**src/rtl/fp_align_serial.sv**
```systemverilog
// fp_align_serial: orders two packed IEEE-754 operands by magnitude and right-aligns the smaller significand.
// Define FP_ALIGN_STICKY_EN to OR every bit shifted past bit 0 into the sticky bit.
module fp_align_serial #(
    parameter  int EXP_W = 5,
    parameter  int MAN_W = 10,
    parameter  int STEP  = 4,
    localparam int W     = 1 + EXP_W + MAN_W,
    localparam int SW    = MAN_W + 4,
    localparam int CW    = $clog2(MAN_W + 5)
) (
    input  logic             clk,
    input  logic             rst,
    input  logic [W-1:0]     op_a,
    input  logic [W-1:0]     op_b,
    input  logic             in_valid,
    output logic             in_ready,
    output logic             out_valid,
    input  logic             out_ready,
    output logic             swap,
    output logic             res_sign,
    output logic             eff_sub,
    output logic [EXP_W-1:0] res_exp,
    output logic [SW-1:0]    big_man,
    output logic [SW-1:0]    small_man
);
    typedef enum logic [1:0] {IDLE, SHIFT, DONE} state_t;
    state_t           state_q, state_d;
    logic [CW-1:0]    rem_q, rem_d, s, diff_c;
    logic [SW-1:0]    small_q, small_d, big_q, big_d, sh, shifted;
    logic [EXP_W-1:0] exp_q, exp_d, eff_big, eff_small, diff;
    logic             swap_q, swap_d, sign_q, sign_d, sub_q, sub_d, sw;
    logic [W-1:0]     big_op, small_op;

    assign sw        = op_a[W-2:0] < op_b[W-2:0];
    assign big_op    = sw ? op_b : op_a;
    assign small_op  = sw ? op_a : op_b;
    assign eff_big   = big_op[W-2:MAN_W] == '0 ? EXP_W'(1) : big_op[W-2:MAN_W];
    assign eff_small = small_op[W-2:MAN_W] == '0 ? EXP_W'(1) : small_op[W-2:MAN_W];
    assign diff      = eff_big - eff_small;
    assign diff_c    = 32'(diff) > SW ? CW'(SW) : CW'(diff);
    assign s         = rem_q < CW'(STEP) ? rem_q : CW'(STEP);
    assign sh        = small_q >> s;
`ifdef FP_ALIGN_STICKY_EN
    // Bit 0 of the mask covers the old sticky, so it is carried forward too.
    assign shifted   = {sh[SW-1:1], sh[0] | (|(small_q & ~({SW{1'b1}} << s)))};
`else
    assign shifted   = sh;
`endif

    always_comb begin
        state_d = state_q;
        rem_d   = rem_q;
        small_d = small_q;
        big_d   = big_q;
        exp_d   = exp_q;
        swap_d  = swap_q;
        sign_d  = sign_q;
        sub_d   = sub_q;
        if (state_q == IDLE && in_valid) begin
            swap_d  = sw;
            sign_d  = big_op[W-1];
            sub_d   = op_a[W-1] ^ op_b[W-1];
            exp_d   = big_op[W-2:MAN_W];
            big_d   = {|big_op[W-2:MAN_W], big_op[MAN_W-1:0], 3'b000};
            small_d = {|small_op[W-2:MAN_W], small_op[MAN_W-1:0], 3'b000};
            rem_d   = diff_c;
            state_d = diff_c == '0 ? DONE : SHIFT;
        end else if (state_q == SHIFT) begin
            small_d = shifted;
            rem_d   = rem_q - s;
            state_d = rem_q == s ? DONE : SHIFT;
        end else if (state_q == DONE && out_ready) begin
            state_d = IDLE;
        end
    end

    always_ff @(posedge clk or posedge rst) begin
        if (rst) begin
            state_q <= IDLE;
            rem_q   <= '0;
            small_q <= '0;
            big_q   <= '0;
            exp_q   <= '0;
            swap_q  <= 1'b0;
            sign_q  <= 1'b0;
            sub_q   <= 1'b0;
        end else begin
            state_q <= state_d;
            rem_q   <= rem_d;
            small_q <= small_d;
            big_q   <= big_d;
            exp_q   <= exp_d;
            swap_q  <= swap_d;
            sign_q  <= sign_d;
            sub_q   <= sub_d;
        end
    end

    assign in_ready  = state_q == IDLE;
    assign out_valid = state_q == DONE;
    assign swap      = swap_q;
    assign res_sign  = sign_q;
    assign eff_sub   = sub_q;
    assign res_exp   = exp_q;
    assign big_man   = big_q;
    assign small_man = small_q;
endmodule

```
**config.mk**
```make
export PLATFORM = sky130hd
export DESIGN_NAME = fp_align_serial
export DESIGN_NICKNAME = d
export VERILOG_FILES = /design/src/rtl/fp_align_serial.sv
export SDC_FILE = /design/constraint.sdc
export NUM_CORES = 1
export LEC_CHECK = 0
export ABC_AREA = 1
export CAP_MARGIN = 40
export CORE_MARGIN = 5
export CORE_UTILIZATION = 51
export DETAILED_ROUTE_END_ITERATION = 7
export GPL_TIMING_DRIVEN = 0
export PLACE_DENSITY = 0.92
export SKIP_CTS_REPAIR_TIMING = 1
export SLEW_MARGIN = 20
export SYNTH_ARGS = -nofsm -noshare
export SYNTH_HDL_FRONTEND = slang
export SYNTH_SLANG_ARGS = --single-unit
```
**constraint.sdc**
```tcl
create_clock -name clk -period 2.3 [get_ports clk]
set_clock_uncertainty 0.05 [all_clocks]
set_input_delay 0.23 -clock clk [delete_from_list [all_inputs] [get_ports clk]]
set_output_delay 0.23 -clock clk [all_outputs]
set_load 0.05 [all_outputs]
```
==> impl_metrics.json, run 1 <==
{
  "status": "complete, but fails checks",
  "violations": "setup timing",
  "crit_family": "simple AND/OR/NAND/NOR gates",
  "clockBufferDepth": 2,
  "end_kind": "flop",
  "utilization": 0.7659,
  "reg2reg_from": "state_q[1]",
  "post_dp_cell_area_sq_mm": 0.004019,
  "cp_max_fo": 6,
  "crit_type": "in2reg",
  "worstPathArrival_ps": 3180,
  "min_from": "op_b[9]",
  "place_inst": 594,
  "rrSetupSlack_ps": 280,
  "rr_worst_depth": 5,
  "ant_nets": 0,
  "die_x_um": 87.77,
  "drt-initial-drc-count": 537,
  "core-area_sq_mm": 0.005886,
  "syn_area_sq_mm": 0.003084,
  "area_delta_synth_final_pct": 46.17,
  "clock_latency_ps": 300,
  "grt_util_met1": 0.3016,
  "grt.overflow.total": 0,
  "p_per_area_mw_per_mm2": 438.0,
  "max_stage_delay_ps": 370,
  "yosysSeqAreaShare": 0.3164,
  "dieHeight_um": 87.77,
  "ir_drop_v": 0.0002826,
  "start_kind": "input pin",
  "worstMarginPinSlew_ps": 580.4,
  "cp_cell_sequence": "buf_8, inv_6, ha_4, nand2_4, nor2_4, nand2_2, nor2_4, nand2_4, nand2_4, buf_6, nand2_2, nand2_2, nand3_2, o21a_1, ha_2, fa_2, xnor2_2, nand3_1, or2_4, nand4_1, o211ai_1",
  "power.leakage_nw": 2.286,
  "cts_tree": "built",
  "yosys_warnings": 0,
  "fin_area_sq_mm": 0.004508,
  "syn_area_per_cell_sq_um": 6.915,
  "synth-seq-cells": 39,
  "via_count": 3659,
  "wirelength_um": 11070,
  "grt_pass1_wl_um": 14090,
  "worstHoldPathCells": 3,
  "cp_num_buf_inv": 3,
  "slowest_stage": "fa_2",
  "drc": 0,
  "seqCellArea_sq_um": 975.9,
  "finalCritPeriodShare": 1.325,
  "drive_gt1_frac": 0.2987,
  "cp.required_ps": 2430,
  "dr.pass1.iters": 6,
  "final-hold-violation-count": 0,
  "hold_class": "in2reg",
  "fin_ws_ps": -746.5,
  "grt_max_degree": 28,
  "cts-buffers-inserted": 5,
  "mostFrequentLayoutCells": "nand2_1, inv_1, clkdlybuf4s50_1, dfrtp_1, a21oi_1",
  "fmax_ghz": 0.3282,
  "htree_levels": 2,
  "port_buffers": 70,
  "viasPerCell": 5.864,
  "ioPinCount": 74,
  "num_antenna_cells": 0,
  "die_area_sq_mm": 0.007703,
  "rsz0062_at_grt": "yes",
  "post_drt_wl_per_cell_um": 17.74,
  "grt_use_met2": 0.3767,
  "synthCells": 446,
  "antenna_found_initial": 0,
  "dpl.hpwl_um": 6734,
  "cts_root_buffer": "clkbuf_8",
  "num_rows": 28,
  "synth.distinct_cells": 37,
  "routabilityCongestion": 0.9019,
  "layout_commonest_cell": "nand2_1",
  "period_minus_slack_ps": 3046,
  "setup_viol_count_final": 6,
  "slew_headroom": 0.6131,
  "clkSinkCount": 39,
  "fin_nets": 604,
  "grt_use_total": 0.2297,
  "globalRouteMet3Util": 0.03951,
  "hold_end": "big_man[12]",
  "clk_pin_slew_ps": 90,
  "rr_endpoint": "res_exp[0]",
  "multi_input_area_sq_mm": 0.002061,
  "fillers": 384,
  "final_cell_count_no_fill": 624,
  "start_util": 0.5240,
  "slew_violations": 0,
  "grt_busiest_layer": "met2",
  "first_global_vias": 3180,
  "setup-tns-final_ps": -3895,
  "drv_cap": 0,
  "pre_cts_slack_ps": -1560
}
## layout make-up
cell class | count | area share
clock inverter | 2 | 0.007771
sequential | 39 | 0.2165
timing repair buffer | 93 | 0.1904
inverter | 65 | 0.06134
tap | 75 | 0.02082
buffer | 19 | 0.02775
clock buffer | 6 | 0.01832
multi-input combinational | 325 | 0.4571
## worst max-delay path by stage
stage,startpoint,endpoint,slack (ps),cells after the start
finish,op_b[14],rem_q[0],-750,21
global route,op_b[10],rem_q[0],-860,20
CTS,op_b[12],rem_q[1],-1250,21
detailed placement,op_b[12],rem_q[1],-1560,21
global placement,op_b[12],rem_q[1],-1500,21
floorplan,op_b[12],rem_q[0],-640,20
## through the flow
step | hold slack (ps) | power, mW
floorplan | 320.2 | 1.046
global placement | 415.6 | 1.174
detailed placement | 423.0 | 1.196
CTS | 141.2 | 1.805
global route | 128.7 | 2.053
finish | 106.5 | 1.975
## cell families after synthesis
kind of cell,Yosys count,synth area share
other cells,2,0.002435
flops,39,0.3164
buf+inv,84,0.1205
xor+xnor,4,0.01136
fa+ha+maj,20,0.08357
simple gates,189,0.2568
compound gates,108,0.2089
## layer usage
metal | wire [um] | up-vias
met3 | 1055 | 51
met4 | 395 | 0
met1 | 4276 | 1691
met2 | 5342 | 267
li1 | - | 1650
met5 | 0 | -
## registers in the layout, summed over array words and instances, names as in the netlist
| name | cells |
|---|---|
| state_q | 2 |
| big_man | 11 |
| small_man | 14 |
| res_sign | 1 |
| res_exp | 5 |
| swap | 1 |
| eff_sub | 1 |
| rem_q | 4 |
## where the power goes
part / internal [mW] / switching, mW / leakage (nW)
clock network: 0.351 / 0.269 / 0.0612
registers: 0.685 / 0 / 0.488
logic: 0.287 / 0.382 / 1.74
## tightest hold or removal path: cells and delay by family
kind,cells,cell delay (ps)
buffers and inverters,1,90
AOI/OAI and AO/OA,1,60
and+or+nand+nor,1,50
## synth_stat cells
library cell	number	share of area
o21ai_1	6	0.0097
o211ai_1	9	0.022
o21ai_2	1	0.0028
inv_1	62	0.075
inv_4	1	0.0020
o22ai_1	2	0.0041
a211oi_1	2	0.0049
a21oi_1	40	0.065
a21oi_4	1	0.0053
xnor2_1	4	0.011
conb_1	2	0.0024
buf_8	1	0.0049
o21bai_1	3	0.0073
o221ai_1	4	0.011
clkbuf_1	4	0.0049
nand2_1	122	0.15
fa_1	1	0.0065
nand3_1	22	0.036
or2_2	3	0.0061
nand2_4	2	0.0073
nor3_1	2	0.0032
nor2_1	30	0.037
buf_2	7	0.011
nor2_4	2	0.0073
nand2_2	4	0.0081
a22oi_2	3	0.012
o32ai_1	1	0.0028
inv_2	2	0.0024
a21oi_2	2	0.0057
dfrtp_1	39	0.32
ha_1	19	0.077
o21ai_0	33	0.054
buf_4	5	0.012
or2_0	1	0.0020
buf_6	2	0.0073
nand4_1	1	0.0020
o21a_1	1	0.0024
No activity file was read; power rests on OpenSTA's default activity.
==> inputs of run 2 (changes only) <==
--- a/config.mk
+++ b/config.mk
@@ -8,8 +8,8 @@
 export ABC_AREA = 1
-export CAP_MARGIN = 40
+export CAP_MARGIN = 15
 export CORE_MARGIN = 5
-export CORE_UTILIZATION = 51
+export CORE_UTILIZATION = 46
 export DETAILED_ROUTE_END_ITERATION = 7
 export GPL_TIMING_DRIVEN = 0
-export PLACE_DENSITY = 0.92
+export PLACE_DENSITY = 0.88
 export SKIP_CTS_REPAIR_TIMING = 1
==> constraint.sdc (replaced) <==
create_clock -name clk -period 2.5 [get_ports clk]
set_clock_uncertainty 0.05 [all_clocks]
set_input_delay 0.375 -clock clk [delete_from_list [all_inputs] [get_ports clk]]
set_output_delay 0.375 -clock clk [all_outputs]
set_load 0.05 [all_outputs]
==> run 2 against run 1 <==
  * Register-to-register slack gained 220 ps
  * The flow still finishes with violations (setup timing)
  * Critical endpoint unchanged
  * Cell area grew 0.28%
  * Core utilization shrank 6.2 points
  * Highest routed layer unchanged
  * Sequential power shrank 8.0%
  * Die area grew 9.6%
  * Hold slack gained 160 ps
  * Setup slack gained 120 ps
  * Non-clock buffer count shrank 1
  * Critical path type unchanged
  * Critical path depth shrank 1
  * Flip-flop and latch count is the same
  * Global-route usage shrank 1.5 points
  * Total power shrank 11%
==> impl_metrics.json, run 2 (synthesis results as in run 1) <==
{
  "grt_use_met2": 0.3589,
  "grt_max_degree": 29,
  "cp-startpoint": "op_b[8]",
  "ant_nets": 0,
  "largest_reg_flops": 14,
  "slew_violations": 0,
  "die_x_um": 91.88,
  "fin_nets": 603,
  "cp.required_ps": 2630,
  "slew_headroom": 0.6083,
  "fin_ws_ps": -623.1,
  "layout_commonest_cell": "nand2_1",
  "period_minus_slack_ps": 3123,
  "clock_latency_ps": 310,
  "cpMostUsedCell": "nand2_2",
  "start_util": 0.4802,
  "clkSinkCount": 39,
  "num_antenna_cells": 0,
  "drt-initial-drc-count": 265,
  "cp_max_fo": 8,
  "swShare": 0.3586,
  "rrSetupSlack_ps": 500,
  "viasPerCell": 5.760,
  "drive_gt1_frac": 0.3084,
  "end_kind": "flop",
  "crit_type": "in2reg",
  "cts_root_buffer": "clkbuf_8",
  "die_area_sq_mm": 0.008442,
  "grt_use_total": 0.2151,
  "dpl.hpwl_um": 7050,
  "antenna_found_initial": 0,
  "drc": 0,
  "rr_endpoint": "res_exp[2]",
  "clk_pin_slew_ps": 90,
  "grt_util_met1": 0.2809,
  "cts-buffers-inserted": 5,
  "grt_busiest_layer": "met2",
  "num_rows": 29,
  "power.internal_mw": 1.132,
  "whs_ps": 261.5,
  "setup_viol_count_final": 6,
  "cp_cell_sequence": "buf_6, inv_4, ha_4, nand2_2, nand2_2, nand2_2, nand2_2, a21oi_4, buf_4, nand3_1, nand2_4, nand3_2, o21ai_2, ha_2, fa_2, inv_2, nand3_2, or2_4, nand4_1, o211ai_1",
  "drv_cap": 0,
  "ir_drop_v": 0.0002237,
  "worstPathArrival_ps": 3250,
  "wirelength_um": 10590,
  "area_delta_synth_final_pct": 46.57,
  "finalCritPeriodShare": 1.249,
  "total_power_mw": 1.765,
  "globalRouteMet3Util": 0.03191,
  "status": "complete, but fails checks",
  "rr_worst_depth": 6,
  "p_clk_frac": 0.255,
  "seq_power_share": 0.357,
  "post_drt_wl_per_cell_um": 16.94,
  "hold_class": "in2async",
  "p_sw_mw": 0.6329,
  "htree_levels": 2,
  "clockBufferDepth": 2,
  "mostFrequentLayoutCells": "nand2_1, inv_1, clkdlybuf4s50_1, dfrtp_1, a21oi_1",
  "slowest_stage": "fa_2",
  "ioPinCount": 74,
  "reg2reg_from": "state_q[1]",
  "core-area_sq_mm": 0.006422,
  "cts_tree": "built",
  "start_kind": "input pin",
  "p_per_area_mw_per_mm2": 390.4,
  "multi_input_area_sq_mm": 0.002123,
  "fmax_ghz": 0.3202,
  "rsz0062_at_grt": "yes",
  "utilization": 0.7039,
  "max_stage_delay_ps": 460,
  "dieHeight_um": 91.88,
  "via_count": 3600,
  "pwr-share-comb": 0.388,
  "dr.pass1.iters": 5,
  "routabilityCongestion": 0.9191,
  "pre_cts_slack_ps": -1570,
  "port_buffers": 70,
  "grt.overflow.total": 0,
  "first_global_vias": 3193,
  "worstMarginPinSlew_ps": 587.6,
  "seqCellArea_sq_um": 975.9,
  "grt_pass1_wl_um": 15000,
  "power.leakage_nw": 2.255,
  "violations": "setup timing",
  "final-hold-violation-count": 0,
  "fillers": 494
}
==> run 2: how the worst max path moves through the flow <==
stage	to	slack (ps)	depth (start not counted)
2_1_floorplan	rem_q[0]	-590	20
3_3_place_gp	rem_q[1]	-1500	21
3_5_place_dp	rem_q[1]	-1570	21
4_1_cts	rem_q[1]	-1240	21
5_1_grt	rem_q[2]	-760	21
6_report	rem_q[0]	-620	20
==> run 2: power by group through the flow <==
stage	logic, mW	registers (mW)	clock network (mW)
after CTS	0.464	0.630	0.452
after global placement	0.437	0.643	0
after detailed placement	0.462	0.643	0
after global routing	0.735	0.630	0.471
final	0.684	0.630	0.451
after floorplan	0.319	0.643	0
==> run 2: through the flow <==
stage / TNS (ps) / cell area, sq um / instances
3_3_place_gp: -12210 / 4001 / 595
2_1_floorplan: -3371 / 3204 / 448
6_report: -3337 / 4521 / 625
4_1_cts: -7228 / 4106 / 604
3_5_place_dp: -13550 / 4021 / 596
5_1_grt: -4170 / 4521 / 625
==> run 2: per-layer routing <==
metal  up-vias  routed length [um]
met2       231                5125
met3        40                 947
met5         -                   0
met1      1687                4175
li1       1642                   -
met4         0                 340
==> run 2: worst max-delay path: cells and delay by family <==
family	cells	cell delay, ps
fa+ha+maj	3	860
compound gates	3	540
buf+inv	4	450
simple gates	10	1020
==> run 2: layout make-up <==
class                      count  share of cell area
buffer                        19             0.02851
sequential                    39              0.2159
clock buffer                   6             0.01605
clock inverter                 2            0.002768
timing repair buffer          92              0.1841
inverter                      65             0.06172
multi-input combinational    325              0.4697
tap                           77             0.02131
==> inputs of run 3 (changes only) <==
- CAP_MARGIN: 15 -> 30
- CTS_CLUSTER_SIZE: not set -> 28
- SETUP_SLACK_MARGIN: not set -> 0.3
==> run 3 against run 2 <==
  * The flow still finishes with violations (setup timing)
  * Non-clock buffer count unchanged
  * Count of clock-buffer cells in the layout unchanged
  * Routed wire length up 0.18%
  * Hold slack worse by 2.8 ps
  * Critical path type unchanged
  * First-iteration DRC count down 0.38%
  * Sequential share of layout area about the same
  * Sequential power about the same
  * Flip-flop and latch count unchanged
  * Via count up 0.28%
  * Combinational power about the same
  * Critical path depth up 1
==> impl_metrics.json, run 3 (synthesis results as in run 1) <==
{
  "p_per_area_mw_per_mm2": 390.7,
  "dieHeight_um": 91.88,
  "slew_headroom": 0.6073,
  "total_power_mw": 1.767,
  "area_delta_synth_final_pct": 46.65,
  "post_drt_wl_per_cell_um": 16.97,
  "num_rows": 29,
  "period_minus_slack_ps": 3115,
  "grt_use_total": 0.2151,
  "worstPathArrival_ps": 3240,
  "ant_nets": 0,
  "cp_num_buf_inv": 3,
  "rr_worst_depth": 6,
  "crit_type": "in2reg",
  "slew_violations": 0,
  "cp_cell_sequence": "buf_8, inv_6, ha_4, nand2_4, nor2_4, nand2_2, nor2_4, nand2_4, nand2_4, buf_8, nand2_2, nand2_2, nand3_4, o21a_1, ha_2, fa_2, xnor2_4, nand3_2, or2_4, nand4_1, o211ai_1",
  "setup_viol_count_final": 6,
  "place_inst": 596,
  "largest_reg_flops": 14,
  "violations": "setup timing",
  "crit_cells": 21,
  "cts_root_buffer": "clkbuf_8",
  "fillers": 494,
  "cp_max_fo": 7,
  "final_cell_count_no_fill": 625,
  "num_antenna_cells": 0,
  "start_kind": "input pin",
  "drive_gt1_frac": 0.3084,
  "layout_commonest_cell": "nand2_1",
  "wirelength_um": 10610,
  "status": "complete, but fails checks",
  "fmax_ghz": 0.3210,
  "start_util": 0.4802,
  "port_buffers": 70,
  "fin_nets": 603,
  "end_kind": "flop",
  "dr.pass1.iters": 5,
  "clk_pin_slew_ps": 90,
  "drv_cap": 0,
  "slowest_stage": "fa_2",
  "routabilityCongestion": 0.9191,
  "die_area_sq_mm": 0.008442,
  "ir_drop_v": 0.0002254,
  "max_stage_delay_ps": 410,
  "first_global_vias": 3193,
  "crit_family": "simple AND/OR/NAND/NOR gates",
  "power.leakage_nw": 2.274,
  "core-area_sq_mm": 0.006422,
  "antenna_found_initial": 0,
  "drc": 0,
  "setup-tns-final_ps": -3301,
  "grt_pass1_wl_um": 15000,
  "dpl.hpwl_um": 7050,
  "ioPinCount": 74,
  "grt_max_degree": 29,
  "cts_tree": "built",
  "hold_class": "in2async",
  "pre_cts_slack_ps": -1570,
  "finalCritPeriodShare": 1.246,
  "cp.required_ps": 2630,
  "clock_latency_ps": 310,
  "viasPerCell": 5.776,
  "drt-initial-drc-count": 264,
  "fin_ws_ps": -615.2,
  "clockBufferDepth": 2,
  "clkSinkCount": 39,
  "die_x_um": 91.88,
  "utilization": 0.7043,
  "final-hold-violation-count": 0,
  "cts-buffers-inserted": 5,
  "htree_levels": 2,
  "grt.overflow.total": 0,
  "via_count": 3610,
  "rsz0062_at_grt": "yes",
  "worstMarginPinSlew_ps": 589.1,
  "mostFrequentLayoutCells": "nand2_1, inv_1, dfrtp_1, clkdlybuf4s50_1, a21oi_1"
}
run 3: worst paths after layout:
kind	slack [ps]	startpoint	endpoint
setup / recovery	-620	op_b[14]	rem_q[0]
hold / removal	260	rst	big_man[3]
setup reg to reg	500	state_q[1]	res_exp[2]
hold reg to reg	440	big_man[13]	big_man[13]
max in group asynchronous	1690	rst	res_exp[3]
min in group clk	260	op_b[2]	big_man[5]
run 3: area by class of cell:
cell class	instances	area, sq um	area share
buffer	19	128.9	0.02849
clock buffer	6	72.57	0.01604
clock inverter	2	12.51	0.002766
inverter	65	279.0	0.06169
multi-input combinational	325	2123	0.4694
sequential	39	975.9	0.2158
tap	77	96.34	0.02130
timing repair buffer	92	834.6	0.1845
run 3: metrics by stage:
stage	hold WS [ps]	area, sq um
3_3_place_gp	417.8	4001
4_1_cts	275.9	4106
6_report	258.7	4523
3_5_place_dp	422.2	4021
2_1_floorplan	451.0	3204
5_1_grt	272.6	4523
run 3: routing by layer:
layer | share of wire | routed length, um | GRT usage
met2 | 0.49 | 5146 | 0.3589
met3 | 0.091 | 970 | 0.03191
met5 | 0 | 0 | 0
met1 | 0.39 | 4174 | 0.2809
met4 | 0.030 | 316 | 0.08416
run 3: power by group:
group / leakage, nW / switching, mW / internal (mW)
Sequential: 0.488 / 0 / 0.630
Combinational: 1.74 / 0.378 / 0.306
Clock: 0.0412 / 0.257 / 0.196
Total: 2.27 / 0.635 / 1.13
==> edit (config.mk and constraints of run 3) <==
Set the parameter `MAN_W` to 8 (it was 10).
--- a/src/rtl/fp_align_serial.sv
+++ b/src/rtl/fp_align_serial.sv
@@ -4,3 +4,3 @@
     parameter  int EXP_W = 5,
-    parameter  int MAN_W = 10,
+    parameter  int MAN_W = 8,
     parameter  int STEP  = 4,
Ports: changed (resized big_man, op_a, op_b and small_man); port bits go from 74 to 66. No check against the original RTL was run, so the function may have changed too.
==> edit against run 3 <==
The flow still finishes with violations (negative setup slack); sequential cell count decreased by 4; sequential power decreased by 10%; power decreased by 6.0%; setup slack got worse by 0.29 ns; global-route usage decreased by 0.32 points; wire length decreased by 11%; area after synthesis decreased by 9.6%; fmax decreased by 8.4%; cell area decreased by 8.3%; critical path type unchanged.
==> edit: results (changes against run 3) <==
| Metric | Value |
|---|---|
| Seq pwr share | 34.1% (-1.6 points) |
| GPL Wtd Cong | 0.905 (-1.6%) |
| M1 WL | 3460 µm (-17%) |
| CP startpoint | op_b[12] |
| Failing checks | negative setup slack |
| Fillers | 453 (-8.3%) |
| Number of distinct library cells after synthesis | 36 (-2.7%) |
| Vias in the first global route | 2788 (-13%) |
| HPWL Detailed | 6000 µm (-15%) |
| Reg-to-reg startpoint | state_q[0]$_DFFE_PP0P_ |
| Vias | 3168 (-12%) |
| Initial drt markers | 231 (-13%) |
| GRT Util Overall | 21.2% (-0.32 points) |
| Worst min path class | input port to flip-flop |
| Metal3 WL | 711 µm (-27%) |
| Mux contribution to synthesized area | 0% (unchanged) |
| Max FFs per register | 12 (-2) |
| Placement Setup Slack | -1.58 ns (-0.0138 ns) |
| Leakage | 2.17 nW (-4.6%) |
| Synth Area in Adders | 8.35% (-0.0087 points) |
| First-pass GRT wire length | 13000 µm (-13%) |
| Crit-path max cell delay | 0.37 ns (-0.04 ns) |
| Arrival time at the worst endpoint | 3.54 ns (+0.30 ns) |
| Global routing usage on met3 | 3.48% (+0.29 points) |
| Internal Pwr Total | 0.00106 W (-6.5%) |
| Largest net degree at the start of global routing | 36 (+24%) |
| Layout cells sized above 1 | 26.4% (-4.4 points) |
| Worst vdd ir | 0.245 mV (+8.9%) |
| Outcome | complete, but fails checks |
| # setup viols final | 6 (unchanged) |
| XOR/XNOR share of the synthesized area | 1.26% (+0.12 points) |
| Clock group share of total power | 24.8% (-0.8 points) |
| 1st-pass router iterations | 6 (+1) |
| IO Port Bufs | 62 (-11%) |
| GR Util met2 | 36.8% (+0.89 points) |
| Worst-Margin Slew | 0.731 ns (+0.142 ns) |
| Final nets | 541 (-10%) |
| Top cell type's share of synthesized area | 31.4% (-0.22 points) |
| Post-route setup slack | -0.902 ns (-0.287 ns) |
| Worst R2R End | state_q[1]$_DFFE_PP0P_ |
| Reg2reg path depth | 7 (+1) |
| Synth top area cells | dfrtp_1 (31%), nand2_1 (14%), ha_1 (7.6%) |
| FF-to-FF setup slack | 0.54 ns (+0.04 ns) |
| Worst setup path end | state_q[0]$_DFFE_PP0P_ |
| Pwr dens | 401 nW/µm² (+2.6%) |
| Synth Flop Type | dfrtp_1 |
-- edit: area by class of cell --
class / instances / area share (%)
tap: 75 / 2.26
buffer: 16 / 2.84
clock buffer: 7 / 1.84
sequential: 35 / 21.1
inverter: 53 / 5.16
clock inverter: 1 / 0.121
timing repair buffer: 89 / 20.9
multi-input combinational: 291 / 45.7
-- edit: through the flow --
| stage | utilization, % | std cells | area [µm²] | hold slack, ns | TNS (ns) |
|---|---|---|---|---|---|
| 2_1_floorplan | - | 395 | 2910 | 0.465 | -2.88 |
| 3_3_place_gp | 61.3 | 532 | 3630 | 0.415 | -9.20 |
| 3_5_place_dp | 61.3 | 532 | 3630 | 0.428 | -10.73 |
| 4_1_cts | 62.6 | 540 | 3710 | 0.446 | -7.11 |
| 5_1_grt | 70.0 | 567 | 4150 | 0.305 | -5.72 |
| 6_report | 70.0 | 567 | 4150 | 0.285 | -5.07 |
